File: src/rtl/keypad_conditioner.sv
// Purpose : synchronise + debounce 10 digit keys and start/stop/clear buttons; one strobe per accepted digit press.
// Latency : SYNC_STAGES+DEBOUNCE_CYCLES edges to a debounced level; digit strobe arrives one edge later.
// Backpressure: none; inputs are levels and outputs are strobes/levels that the controller must sample every cycle.
//
// Ports:
//   clk, reset                      - single clock, synchronous active-high reset
//   key_raw[9:0]                    - raw digit lines, bit i = digit i, 1 = pressed
//   start_raw, stop_raw, clear_raw  - raw push-buttons, 1 = pressed
//   keypad[9:0]                     - one-hot, single-cycle digit strobe
//   startn, stopn, clearn           - debounced button levels, active-low
//   multi_key                       - high while two or more digits are seen together (lockout)
module keypad_conditioner #(
  parameter int DEBOUNCE_CYCLES = 16,
  parameter int SYNC_STAGES     = 2
) (
  input  logic       clk,
  input  logic       reset,
  input  logic [9:0] key_raw,
  input  logic       start_raw,
  input  logic       stop_raw,
  input  logic       clear_raw,
  output logic [9:0] keypad,
  output logic       startn,
  output logic       stopn,
  output logic       clearn,
  output logic       multi_key
);

  localparam int NUM_LINES = 13;
  localparam int CNT_W     = $clog2(DEBOUNCE_CYCLES + 1);
  localparam logic [CNT_W-1:0] CNT_LAST = CNT_W'(DEBOUNCE_CYCLES - 1);

  // Line order: [9:0] digits, [10] start, [11] stop, [12] clear.
  logic [NUM_LINES-1:0] raw_lines;
  logic [NUM_LINES-1:0] synced_lines;
  logic [NUM_LINES-1:0] stable_lines;

  assign raw_lines = {clear_raw, stop_raw, start_raw, key_raw};

  // Synchroniser chain, one flop per stage per line.
  logic [SYNC_STAGES-1:0][NUM_LINES-1:0] sync_q;

  always_ff @(posedge clk) begin
    if (reset) begin
      sync_q <= '0;
    end else begin
      sync_q[0] <= raw_lines;
      for (int i = 1; i < SYNC_STAGES; i++) begin
        sync_q[i] <= sync_q[i-1];
      end
    end
  end

  assign synced_lines = sync_q[SYNC_STAGES-1];

  // Per-line debounce: the synced value must disagree with the stable
  // value for DEBOUNCE_CYCLES consecutive cycles before stable flips.
  // Any cycle of agreement restarts the count.
  for (genvar g = 0; g < NUM_LINES; g++) begin : g_db
    logic [CNT_W-1:0] cnt_q;
    logic             stable_q;

    always_ff @(posedge clk) begin
      if (reset) begin
        cnt_q    <= '0;
        stable_q <= 1'b0;
      end else if (synced_lines[g] == stable_q) begin
        cnt_q <= '0;
      end else if (cnt_q == CNT_LAST) begin
        stable_q <= synced_lines[g];
        cnt_q    <= '0;
      end else begin
        cnt_q <= cnt_q + 1'b1;
      end
    end

    assign stable_lines[g] = stable_q;
  end

  // Buttons bypass the digit FSM; stable flops drive them directly.
  assign startn = ~stable_lines[10];
  assign stopn  = ~stable_lines[11];
  assign clearn = ~stable_lines[12];

  // Digit FSM
  typedef enum logic [1:0] {
    IDLE    = 2'd0,
    HELD    = 2'd1,
    LOCKOUT = 2'd2
  } state_t;

  state_t     state_q;
  state_t     state_d;
  logic [9:0] keypad_q;
  logic [9:0] keypad_d;
  logic [9:0] digits;
  logic       any_key;
  logic       one_hot;
  logic       multi;

  assign digits  = stable_lines[9:0];
  assign any_key = |digits;
  // Clearing the lowest set bit leaves zero only for a single set bit.
  assign one_hot = any_key && ((digits & (digits - 10'd1)) == 10'd0);
  assign multi   = any_key && !one_hot;

  always_ff @(posedge clk) begin
    if (reset) begin
      state_q  <= IDLE;
      keypad_q <= '0;
    end else begin
      state_q  <= state_d;
      keypad_q <= keypad_d;
    end
  end

  always_comb begin
    state_d = state_q;
    case (state_q)
      IDLE: begin
        if (one_hot)    state_d = HELD;
        else if (multi) state_d = LOCKOUT;
      end
      HELD: begin
        if (!any_key)   state_d = IDLE;
        else if (multi) state_d = LOCKOUT;
      end
      LOCKOUT: begin
        if (!any_key)   state_d = IDLE;
      end
      default: state_d = IDLE;
    endcase
  end

  // Strobe is only ever launched from IDLE, so holding a key or returning
  // to a single key from lockout never repeats it.
  always_comb begin
    keypad_d  = '0;
    multi_key = 1'b0;
    case (state_q)
      IDLE:    if (one_hot) keypad_d = digits;
      LOCKOUT: multi_key = 1'b1;
      default: ;
    endcase
  end

  assign keypad = keypad_q;

endmodule

File: config.mk
export PLATFORM = sky130hd
export DESIGN_NAME = keypad_conditioner
export DESIGN_NICKNAME = d
export VERILOG_FILES = /design/src/rtl/keypad_conditioner.sv
export SDC_FILE = /design/constraint.sdc
export NUM_CORES = 1
export LEC_CHECK = 0
export CAP_MARGIN = 10
export CORE_MARGIN = 2
export CORE_UTILIZATION = 48
export CTS_CLUSTER_SIZE = 16
export DETAILED_ROUTE_END_ITERATION = 16
export PLACE_DENSITY = 0.67
export SYNTH_ARGS = -nofsm -noshare
export SYNTH_HDL_FRONTEND = slang
export SYNTH_SLANG_ARGS = --single-unit
File: constraint.sdc
create_clock -name clk -period 2.64 [get_ports clk]
set_clock_uncertainty 0.2 [all_clocks]
set_input_delay 0.66 -clock clk [delete_from_list [all_inputs] [get_ports clk]]
set_output_delay 0.66 -clock clk [all_outputs]
set_load 0.02 [all_outputs]
==> metrics.md <==
| Metric | Value |
|---|---|
| Status | complete, no violations |
| Cell Rows | 34 |
| CP Class | reg2out |
| Die Width | about 98 µm |
| # clock sinks | 116 |
| Pre-CTS setup slack | roughly 0.37 ns |
| Comb pwr share | 1.8% |
| First-pass GRT wire length | 11,670 µm |
| H-tree Lvls | 4 |
| Root Buffer Master | clkbuf_8 |
| Flop pwr share | between 40 and 50% |
| Sum of net half-perimeters after detailed placement | about 4500 µm |
| Final worst path period need | between 2 and 2.5 ns |
| Data arrival, critical path | 1.50 ns |
| Core area | roughly 8700 µm² |
| Pint | 3.240 mW |
| I/O pin count | 29 |
| Final hold violation count | 0 |
| Synth Net Count | approximately 460 |
| Post-Syn Instances | just over 400 |
| Maximum vdd drop | around 450 µV |
| Static leakage | around 2.1 nW |
| Max-Cap Viols | 0 |
| WL/cell | approximately 11 µm |
| Postcts setup bufs | 0 |
| Most common cell after layout, fill and taps aside | dfxtp_1 |
| Post-Synthesis Cell Area | around 4300 µm² |
| Die Area | between 9000 and 10,000 µm² |
| Hold path depth | 1 |
| Antenna Cells | 0 |
| Final Setup Violations | 0 |
| Share of layout cells above drive strength 1 | 10.68% |
| Switch Pwr | between 700 and 800 µW |
| Worst Path Required | 1.78 ns |
| Final period utilization | about 90% |
| Placer Congestion | roughly 0.82 |
| CTS tree | yes |
| Vias in the first global route | ~2.8k |
| Cts hold-fix bufs | 0 |
| Worst min path class | reg2reg |
| Via/cell ratio | 4.894 |
| Cell variety after synth | 31 |
| RSZ-0062 raised after global routing | no |
| Fillers | 750 |
| Slew @ Worst Pin | 1.172 ns |
| Die height | about 100 µm |
| Seq cells post-synth | roughly 120 |
| Routed WL | between 6000 and 7000 µm |
| Synth top area share | between 50% and 60% |
| R2R cell count | 4 |
| Worst Hold Launch | sync_q[8] |
| Most frequent cells in the layout | dfxtp_1 (116), nor2_1 (79), inv_1 (29) |
| Overflow after GRT | 0 |
| Worst Hold End | synced_lines[8] |
| Pin count of the biggest net entering global routing | 25 |
| Initial DRC Count | just under 60 |
| Worst r2r src | g_db[1].stable_q |
| Max Clk Rate | roughly 420 MHz |
| Setup ws final | 0.2787 ns |
| Synth area leaders | dfxtp_1 (54%), ha_1 (7.6%), nor2_1 (6.9%) |
| Initial core utilization | approximately half |
| Port bufs | 28 |
| Startpoint Class | flip-flop |
| Fin nets | just under 500 |
| CP max FO | 3 |
| Seq/Total Area, Yosys | approximately 54% |
| CTS max path bufs | 2 |
| Pwr/cell area | ~760 nW/µm² |
| Slew Limit Headroom | approximately a fifth |
| Switching share of power | about a fifth |
| Total vias in the final route | between 2k and 3k |
| Clock share of power | between 50% and 60% |
| Latest clock arrival within the worst-skew pair | slightly above 0.5 ns |
| Worst-path clk slew | approximately 0.05 ns |
| Pre-Repair DR Iteration Count | 4 |
| CTS Buf Count | 17 |
| R2R Setup Slk | around 0.40 ns |
| Crit path capture type | output pin |
| End of the worst register-to-register path | state_q[1] |
| Yosys warning count | 0 |
| GR Util All Layers | between 10% and 20% |
| Fin. max-slew vios | 0 |
| Initial antenna violation count | 0 |
| DR DRC count | 0 |
| Avg Inst Size Synth | about 10 µm² |
| Sum Neg Setup Slack | 0 ns |
| Layout area overhead | 22.74% |
| Routed Antenna Nets | 0 |
| Dominant cell type by area after synthesis | dfxtp_1 |
-- worst max-delay path by stage --
stage | slack [ns] | to | cells after the start | from
floorplan | 0.86 | state_q[0] | 5 | g_db[2].stable_q
global placement | 0.47 | state_q[1] | 4 | g_db[1].stable_q
detailed placement | 0.37 | state_q[1] | 4 | g_db[1].stable_q
CTS | 0.02 | multi_key | 2 | state_q[0]
global route | 0.20 | stopn | 2 | g_db[11].stable_q
finish | 0.28 | stopn | 2 | g_db[11].stable_q
-- area by class of cell --
class                           instances  area, µm²  area share, %
Tap cell                              108      135.1          2.569
Clock buffer                           21      469.2          8.920
Sequential cell                       116       2322          44.15
Clock inverter                         10      105.1          1.998
Inverter                               29      108.9          2.069
Timing Repair Buffer                   32      307.8          5.852
Multi-Input combinational cell        260       1812          34.44
-- per-layer routing --
| layer | part of all wire [%] | GRT usage [%] | wire, µm | vias to the layer above |
|---|---|---|---|---|
| li1 | - | - | - | 1431 |
| met1 | 45 | 17.26 | 2999 | 1332 |
| met2 | 49 | 24.86 | 3212 | 42 |
| met3 | 3.8 | 5.461 | 252 | 14 |
| met4 | 2.2 | 8.746 | 148 | 0 |
| met5 | 0 | 0 | 0 | - |
-- power by group through the flow --
stage	Clock [mW]	Combinational [mW]	Sequential, mW
final	2.16	0.0708	1.79
after CTS	2.21	0.0726	1.79
after floorplan	0	0.0404	1.82
after global routing	2.29	0.0808	1.79
after global placement	0	0.0695	1.82
after detailed placement	0	0.0715	1.83
-- critical path, cell delays in order (launching register included) --
cell,delay [ns]
dfxtp_1,0.33
inv_1,0.06
clkdlybuf4s50_1,0.60
-- registers in the layout (all words and copies together) (netlist names) --
signal	cells
keypad	10
g_db.cnt_q	65
synced_lines	13
sync_q	13
state_q	2
g_db.stable_q	13
-- synthesized netlist by cell type --
cell and count:
nor4_1 1, o31ai_2 1, and3_1 14, buf_2 1, o211a_1 1, a221oi_1 1, a31oi_1 1, inv_1 29
nand2_1 1, xor2_1 13, ha_1 26, nor3_2 9, nor2b_1 27, nand3b_1 9, or3_4 1, or3_1 13
or4_1 1, nand3_1 13, a211oi_1 1, nor2_1 79, nor3_1 3, xnor2_1 26, clkbuf_1 7, buf_6 1
nor4_2 1, o21ai_0 2, nand2b_1 1, dfxtp_1 116, mux2i_1 13, nor3b_2 1, a2111oi_4 1
-- kinds of logic after synthesis --
| family | synth area share (%) |
|---|---|
| flip-flops | 54.19 |
| adder cells (fa/ha/maj) | 7.591 |
| multiplexers | 3.036 |
| buffers and inverters | 3.533 |
| AND/OR/NAND/NOR | 21.75 |
| XOR/XNOR | 7.971 |
| AO/OA/AOI/OAI | 1.927 |
-- stage by stage --
stage / area [µm²] / hold slack [ns] / power, mW / std cells / util, %
floorplan: 4285 / 0.2138 / 1.863 / 414 / -
finish: 5260 / 0.2363 / 4.017 / 576 / 60.61
CTS: 5258 / 0.2219 / 4.067 / 576 / 60.58
detailed placement: 4683 / 0.2235 / 1.897 / 545 / 53.96
global route: 5260 / 0.2493 / 4.160 / 576 / 60.61
global placement: 4683 / 0.2216 / 1.894 / 545 / 53.96
-- repair_timing --
item | in CTS | in global routing
resized for setup | 0 | 1
endpoints found under the setup margin | 0 | 1
hold endpoints to repair | 0 | 0
No activity file was read; power rests on OpenSTA's default activity.
